===== src/rtl/fb_display_reader.sv =====
// Frame buffer display reader: maps display timing to frame buffer reads, fixed 3-clk latency.
// Optional pixel doubling (640x480 window for a 320x240 buffer) with macro FB_SCALE2X_EN.
module fb_display_reader #(
    parameter int c_img_cols     = 320,
    parameter int c_img_rows     = 240,
    parameter int c_nb_img_pxls  = 17,
    parameter int c_nb_buf_red   = 4,
    parameter int c_nb_buf_green = 4,
    parameter int c_nb_buf_blue  = 4,
    parameter int c_nb_buf       = c_nb_buf_red + c_nb_buf_green + c_nb_buf_blue
) (
    input  logic                      clk,
    input  logic                      rst_n,
    input  logic                      visible,
    input  logic [9:0]                col,
    input  logic [9:0]                row,
    input  logic                      hsync_in,
    input  logic                      vsync_in,
    output logic [c_nb_img_pxls-1:0]  rd_addr,
    input  logic [c_nb_buf-1:0]       rd_data,
    output logic [c_nb_buf_red-1:0]   red,
    output logic [c_nb_buf_green-1:0] green,
    output logic [c_nb_buf_blue-1:0]  blue,
    output logic                      hsync_out,
    output logic                      vsync_out
);

    localparam int c_img_pxls = c_img_cols * c_img_rows;
`ifdef FB_SCALE2X_EN
    localparam int c_win_cols = 2 * c_img_cols;
    localparam int c_win_rows = 2 * c_img_rows;
`else
    localparam int c_win_cols = c_img_cols;
    localparam int c_win_rows = c_img_rows;
`endif
    localparam logic [c_nb_img_pxls-1:0] c_last_addr = c_nb_img_pxls'(c_img_pxls - 1);
    localparam logic [c_nb_img_pxls-1:0] c_one       = c_nb_img_pxls'(1);

    logic                     in_win;
    logic                     pix_en;
    logic                     frame_start;
    logic [c_nb_img_pxls-1:0] addr_q;
    logic [c_nb_img_pxls-1:0] cur_addr;
    logic [c_nb_img_pxls-1:0] cur_inc;
    logic                     locked_q;
    logic [2:0]               hs_pipe;
    logic [2:0]               vs_pipe;
    logic [1:0]               win_pipe;
    logic [1:0]               lock_pipe;
    logic                     show;

    assign in_win      = ({1'b0, col} < 11'(c_win_cols)) && ({1'b0, row} < 11'(c_win_rows));
    assign pix_en      = visible && in_win;
    assign frame_start = visible && (col == '0) && (row == '0);
    // Frame start restarts the scan at address 0 in the same cycle it is seen.
    assign cur_addr    = frame_start ? '0 : addr_q;
    assign cur_inc     = (cur_addr == c_last_addr) ? '0 : cur_addr + c_one;

`ifdef FB_SCALE2X_EN
    logic [c_nb_img_pxls-1:0] line_q;
    logic                     last_col;

    assign last_col = ({1'b0, col} == 11'(c_win_cols - 1));

    always_ff @(posedge clk or negedge rst_n) begin
        if (!rst_n) begin
            addr_q  <= '0;
            line_q  <= '0;
            rd_addr <= '0;
        end else if (pix_en) begin
            rd_addr <= cur_addr;
            if (frame_start) begin
                line_q <= '0;
            end
            if (last_col) begin
                // Even line replays from line start; odd line commits the next line start.
                if (row[0]) begin
                    addr_q <= cur_inc;
                    line_q <= cur_inc;
                end else begin
                    addr_q <= line_q;
                end
            end else if (col[0]) begin
                addr_q <= cur_inc;
            end else begin
                addr_q <= cur_addr;
            end
        end
    end
`else
    always_ff @(posedge clk or negedge rst_n) begin
        if (!rst_n) begin
            addr_q  <= '0;
            rd_addr <= '0;
        end else if (pix_en) begin
            rd_addr <= cur_addr;
            addr_q  <= cur_inc;
        end
    end
`endif

    always_ff @(posedge clk or negedge rst_n) begin
        if (!rst_n) begin
            locked_q <= 1'b0;
        end else if (frame_start) begin
            locked_q <= 1'b1;
        end
    end

    // Flags ride along with the read: stage 0 at rd_addr, stage 1 at RAM data, colour reg last.
    always_ff @(posedge clk or negedge rst_n) begin
        if (!rst_n) begin
            hs_pipe   <= '1;
            vs_pipe   <= '1;
            win_pipe  <= '0;
            lock_pipe <= '0;
        end else begin
            hs_pipe   <= {hs_pipe[1:0], hsync_in};
            vs_pipe   <= {vs_pipe[1:0], vsync_in};
            win_pipe  <= {win_pipe[0], pix_en};
            lock_pipe <= {lock_pipe[0], locked_q | frame_start};
        end
    end

    assign show      = win_pipe[1] && lock_pipe[1];
    assign hsync_out = hs_pipe[2];
    assign vsync_out = vs_pipe[2];

    always_ff @(posedge clk or negedge rst_n) begin
        if (!rst_n) begin
            red   <= '0;
            green <= '0;
            blue  <= '0;
        end else if (show) begin
            red   <= rd_data[c_nb_buf-1 -: c_nb_buf_red];
            green <= rd_data[c_nb_buf_green+c_nb_buf_blue-1 -: c_nb_buf_green];
            blue  <= rd_data[c_nb_buf_blue-1:0];
        end else begin
            red   <= '0;
            green <= '0;
            blue  <= '0;
        end
    end

endmodule


===== config.mk =====
export PLATFORM = sky130hd
export DESIGN_NAME = fb_display_reader
export DESIGN_NICKNAME = d
export VERILOG_FILES = /design/src/rtl/fb_display_reader.sv
export SDC_FILE = /design/constraint.sdc
export NUM_CORES = 1
export LEC_CHECK = 0
export CORE_MARGIN = 1
export CORE_UTILIZATION = 44
export DETAILED_ROUTE_END_ITERATION = 8
export PLACE_DENSITY = 0.83
export SLEW_MARGIN = 20
export SYNTH_ARGS = -nofsm -noshare
export SYNTH_HDL_FRONTEND = slang
export SYNTH_SLANG_ARGS = --single-unit

===== constraint.sdc =====
create_clock -name clk -period 2.2 [get_ports clk]
set_clock_uncertainty 0.2 [all_clocks]
set_input_delay 0.66 -clock clk [delete_from_list [all_inputs] [get_ports clk]]
set_output_delay 0.66 -clock clk [all_outputs]
set_load 0.005 [all_outputs]

==> impl_results.md <==
* Failing checks: setup timing
* Global-route wire length before repair at 10.3 mm
* Starting density of the core at 46.8%
* Worst setup margin at -0.272 ns
* Seq/Total Area, Yosys at 58.8%
* Min Clock Period, post-route at 2.47 ns
* Syn. warnings at 0
* Syn Nets at 272
* Total leakage power at 1.70 nW
* GRT overflow at 0
* Maximum VDD drop at 0.000430 V
* Area of the multi-input gates at 1160 um2
* CTS Hold Bufs at 0
* Worst-margin pin slew at 0.443 ns
* CP endpoint kind: flip-flop
* Met2 WL at 3.08 mm
* Worst reg-to-reg path cell count at 6
* Wire length on met3 at 446 um
* Die ar. at 5840 um2
* Core Rows at 26
* Die width at 76.4 um
* Min Hold Slack at 0.111 ns
* IO buf count at 67
* Vias in the first global route at 2,255
* Routed len/inst at 14.9 um
* CTS tree: yes
* Pre-CTS WS at -1.09 ns
* Uppermost layer routed: met4
* Initial antenna violation count at 0
* R2r setup slk at 0.04 ns
* Worst path arrival time at 2.55 ns
* Diodes inserted at 0
* Layout Utilization at 73.7%
* Largest net degree at the start of global routing at 58
* CTS Buf Count at 9
* Power, Total at 2.69 mW
* CP required at 2.28 ns
* Max Cap Viol at 0
* Clk sink count at 57
* Critical path peak fanout at 4
* Antenna viol nets, final at 0
* Iter 0 DRT Violations at 139
* Most used DFF post-synth: dfrtp_1
* Fmax at 405 MHz
* Clock Latency Late Sink at 0.34 ns
* Final #Nets at 372
* Startpoint Class: primary input
* Final Setup Violations at 17
* Slew Limit Fails at 0
* FFs w/ async S/R, synth at 100%
* Root Driver: clkbuf_8
* Fillers at 364
* Vias at 2,235
* Dpl cells at 387
* Core area at 5200 um2
* H-tree Lvls at 3
* Drt pass-1 iters at 4
* Boundary Pins at 68
* HPWL after detailed placement at 4.18 mm
* Synth-to-layout area growth at 57.3%
* Reg-to-Reg Start: addr_q[15]$_DFFE_PN0P_
* Setup CP Type: in -> reg
* Gpl congestion at 0.958
* Unrepaired setup endpoints after global routing: true
* EDFF count, synth at 0
* Syn avg cell area at 10.4 um2
* Outcome: finished with violations
* Final instance count without filler cells at 409
* Share of cells above drive strength 1 at 30.1%
* Worst Hold Class: in -> async
* Via/cell ratio at 5.46
* Worst-case clock buffer depth at 2
* Post-Route WL at 6.11 mm
* Clock slew at reported path FFs at 0.07 ns
* Synthesis-stage register bit count at 57
* Met1 Wirelength at 2.49 mm
* Synth Cell Area at 2440 um2
* Register area at 1430 um2
* Total GRT Usage at 22.6%
* PwrDens at 702 nW/um2
* Final Hold Vio Count at 0
* Die Height at 76.4 um
* Cell variety after synth at 41
* # DRC at 0
* Worst slew margin at 70.2%
* Fin crit share at 112%
* RR Endpoint: addr_q[11]$_DFFE_PN0P_
* Cell count after synthesis at 234
==> layout by cell type (no fill, tap or decap), types with 3 or more instances in the layout <==
cell / instances
o31ai_1: 4
o31ai_4: 3
nand4_1: 7
a22o_1: 4
nor3_1: 4
clkdlybuf4s15_1: 5
and2_4: 3
and3_1: 12
buf_2: 3
dfstp_2: 6
o21ai_1: 7
inv_1: 5
dfrtp_1: 51
a21oi_1: 3
nand2_1: 39
clkbuf_2: 3
nand3_1: 8
buf_4: 29
o21ai_0: 14
dlygate4sd2_1: 10
buf_6: 8
clkdlybuf4s50_1: 43
clkbuf_8: 11
==> layout make-up <==
class                      count  area share [%]
multi-input combinational    158            30.2
clock buffer                  13            4.14
timing repair buffer         103            24.5
clock inverter                 3            1.04
tap                           70            2.28
inverter                       5           0.490
sequential                    57            37.4
==> cells in the mapped netlist, drive strengths merged, types with 2 or more instances <==
library cell  instances  area share [%]
nand2b                2            0.51
a31oi                 3            0.77
a21oi                 5             1.2
clkbuf               12             2.0
o22ai                 2            0.51
o31ai                 9             2.8
and4                  2            0.72
dfrtp                51              52
nand3                11             2.3
buf                   2            0.67
mux2                  2            0.92
dfstp                 6             6.5
nor4                  3            0.77
and3                 14             3.6
a22o                  4             1.4
inv                   5            0.77
nand4                 7             1.8
and2                  4             1.1
o311ai                2            0.72
o211ai                2            0.62
o21ai                23             4.7
nor3                  8             2.5
nand2                43             6.7
nor2                  3            0.46
==> state kept, by name, indices dropped and copies added (netlist names) <==
register   flops
addr_q        17
rd_addr       17
blue           4
green          4
red            4
hs_pipe        3
vs_pipe        3
lock_pipe      2
win_pipe       2
locked_q       1
==> per-layer routing <==
metal	vias to the layer above	track usage, %
met5	-	0
met4	0	7.50
met3	11	6.59
met2	105	38.6
met1	1069	27.4
li1	1050	-
==> stage by stage <==
step | instance area, um2 | setup TNS, ns
floorplan | 2490 | -9.58
global placement | 3420 | -26.24
detailed placement | 3420 | -27.86
CTS | 3740 | -3.45
global route | 3830 | -4.66
finish | 3830 | -3.64
==> critical path, stage by stage <==
cell and delay [ns]:
buf_6 0.09, or4_4 0.53, nor3_4 0.14, nand2_2 0.09
and2_4 0.15, ha_4 0.17, nand3_4 0.09, nor3_4 0.05
and3_4 0.21, o31ai_4 0.22, a22o_1 0.14
==> cell families after synthesis <==
group                      Yosys count  synth area share, %
and+or+nand+nor                    101                 22.3
DFF                                 57                 58.8
AOI/OAI and AO/OA                   54                 14.1
buffers and inverters               19                 3.39
muxes                                2                0.924
adders and majority gates            1                0.513
==> timing repair <==
action,in CTS,in global routing
pin swaps,22,6
buffers inserted,7,3
gates resized for setup,59,27
endpoints found under the setup margin,35,33
==> how the worst max path moves through the flow <==
stage	slack [ns]	cells past startpoint	end	from
finish	-0.27	11	addr_q[11]$_DFFE_PN0P_	row[2]
global route	-0.33	11	addr_q[11]$_DFFE_PN0P_	row[2]
CTS	-0.24	11	addr_q[11]$_DFFE_PN0P_	row[2]
detailed placement	-1.09	11	addr_q[11]$_DFFE_PN0P_	col[6]
global placement	-1.03	11	addr_q[11]$_DFFE_PN0P_	col[6]
floorplan	-0.67	10	addr_q[11]$_DFFE_PN0P_	col[6]
==> power by group <==
part,leakage (nW),internal (mW),switching [mW]
logic,0.885,0.304,0.198
clock network,0.103,0.582,0.390
registers,0.712,1.14,0.0741
total,1.70,2.03,0.662
(Power assumes the default switching activity.)
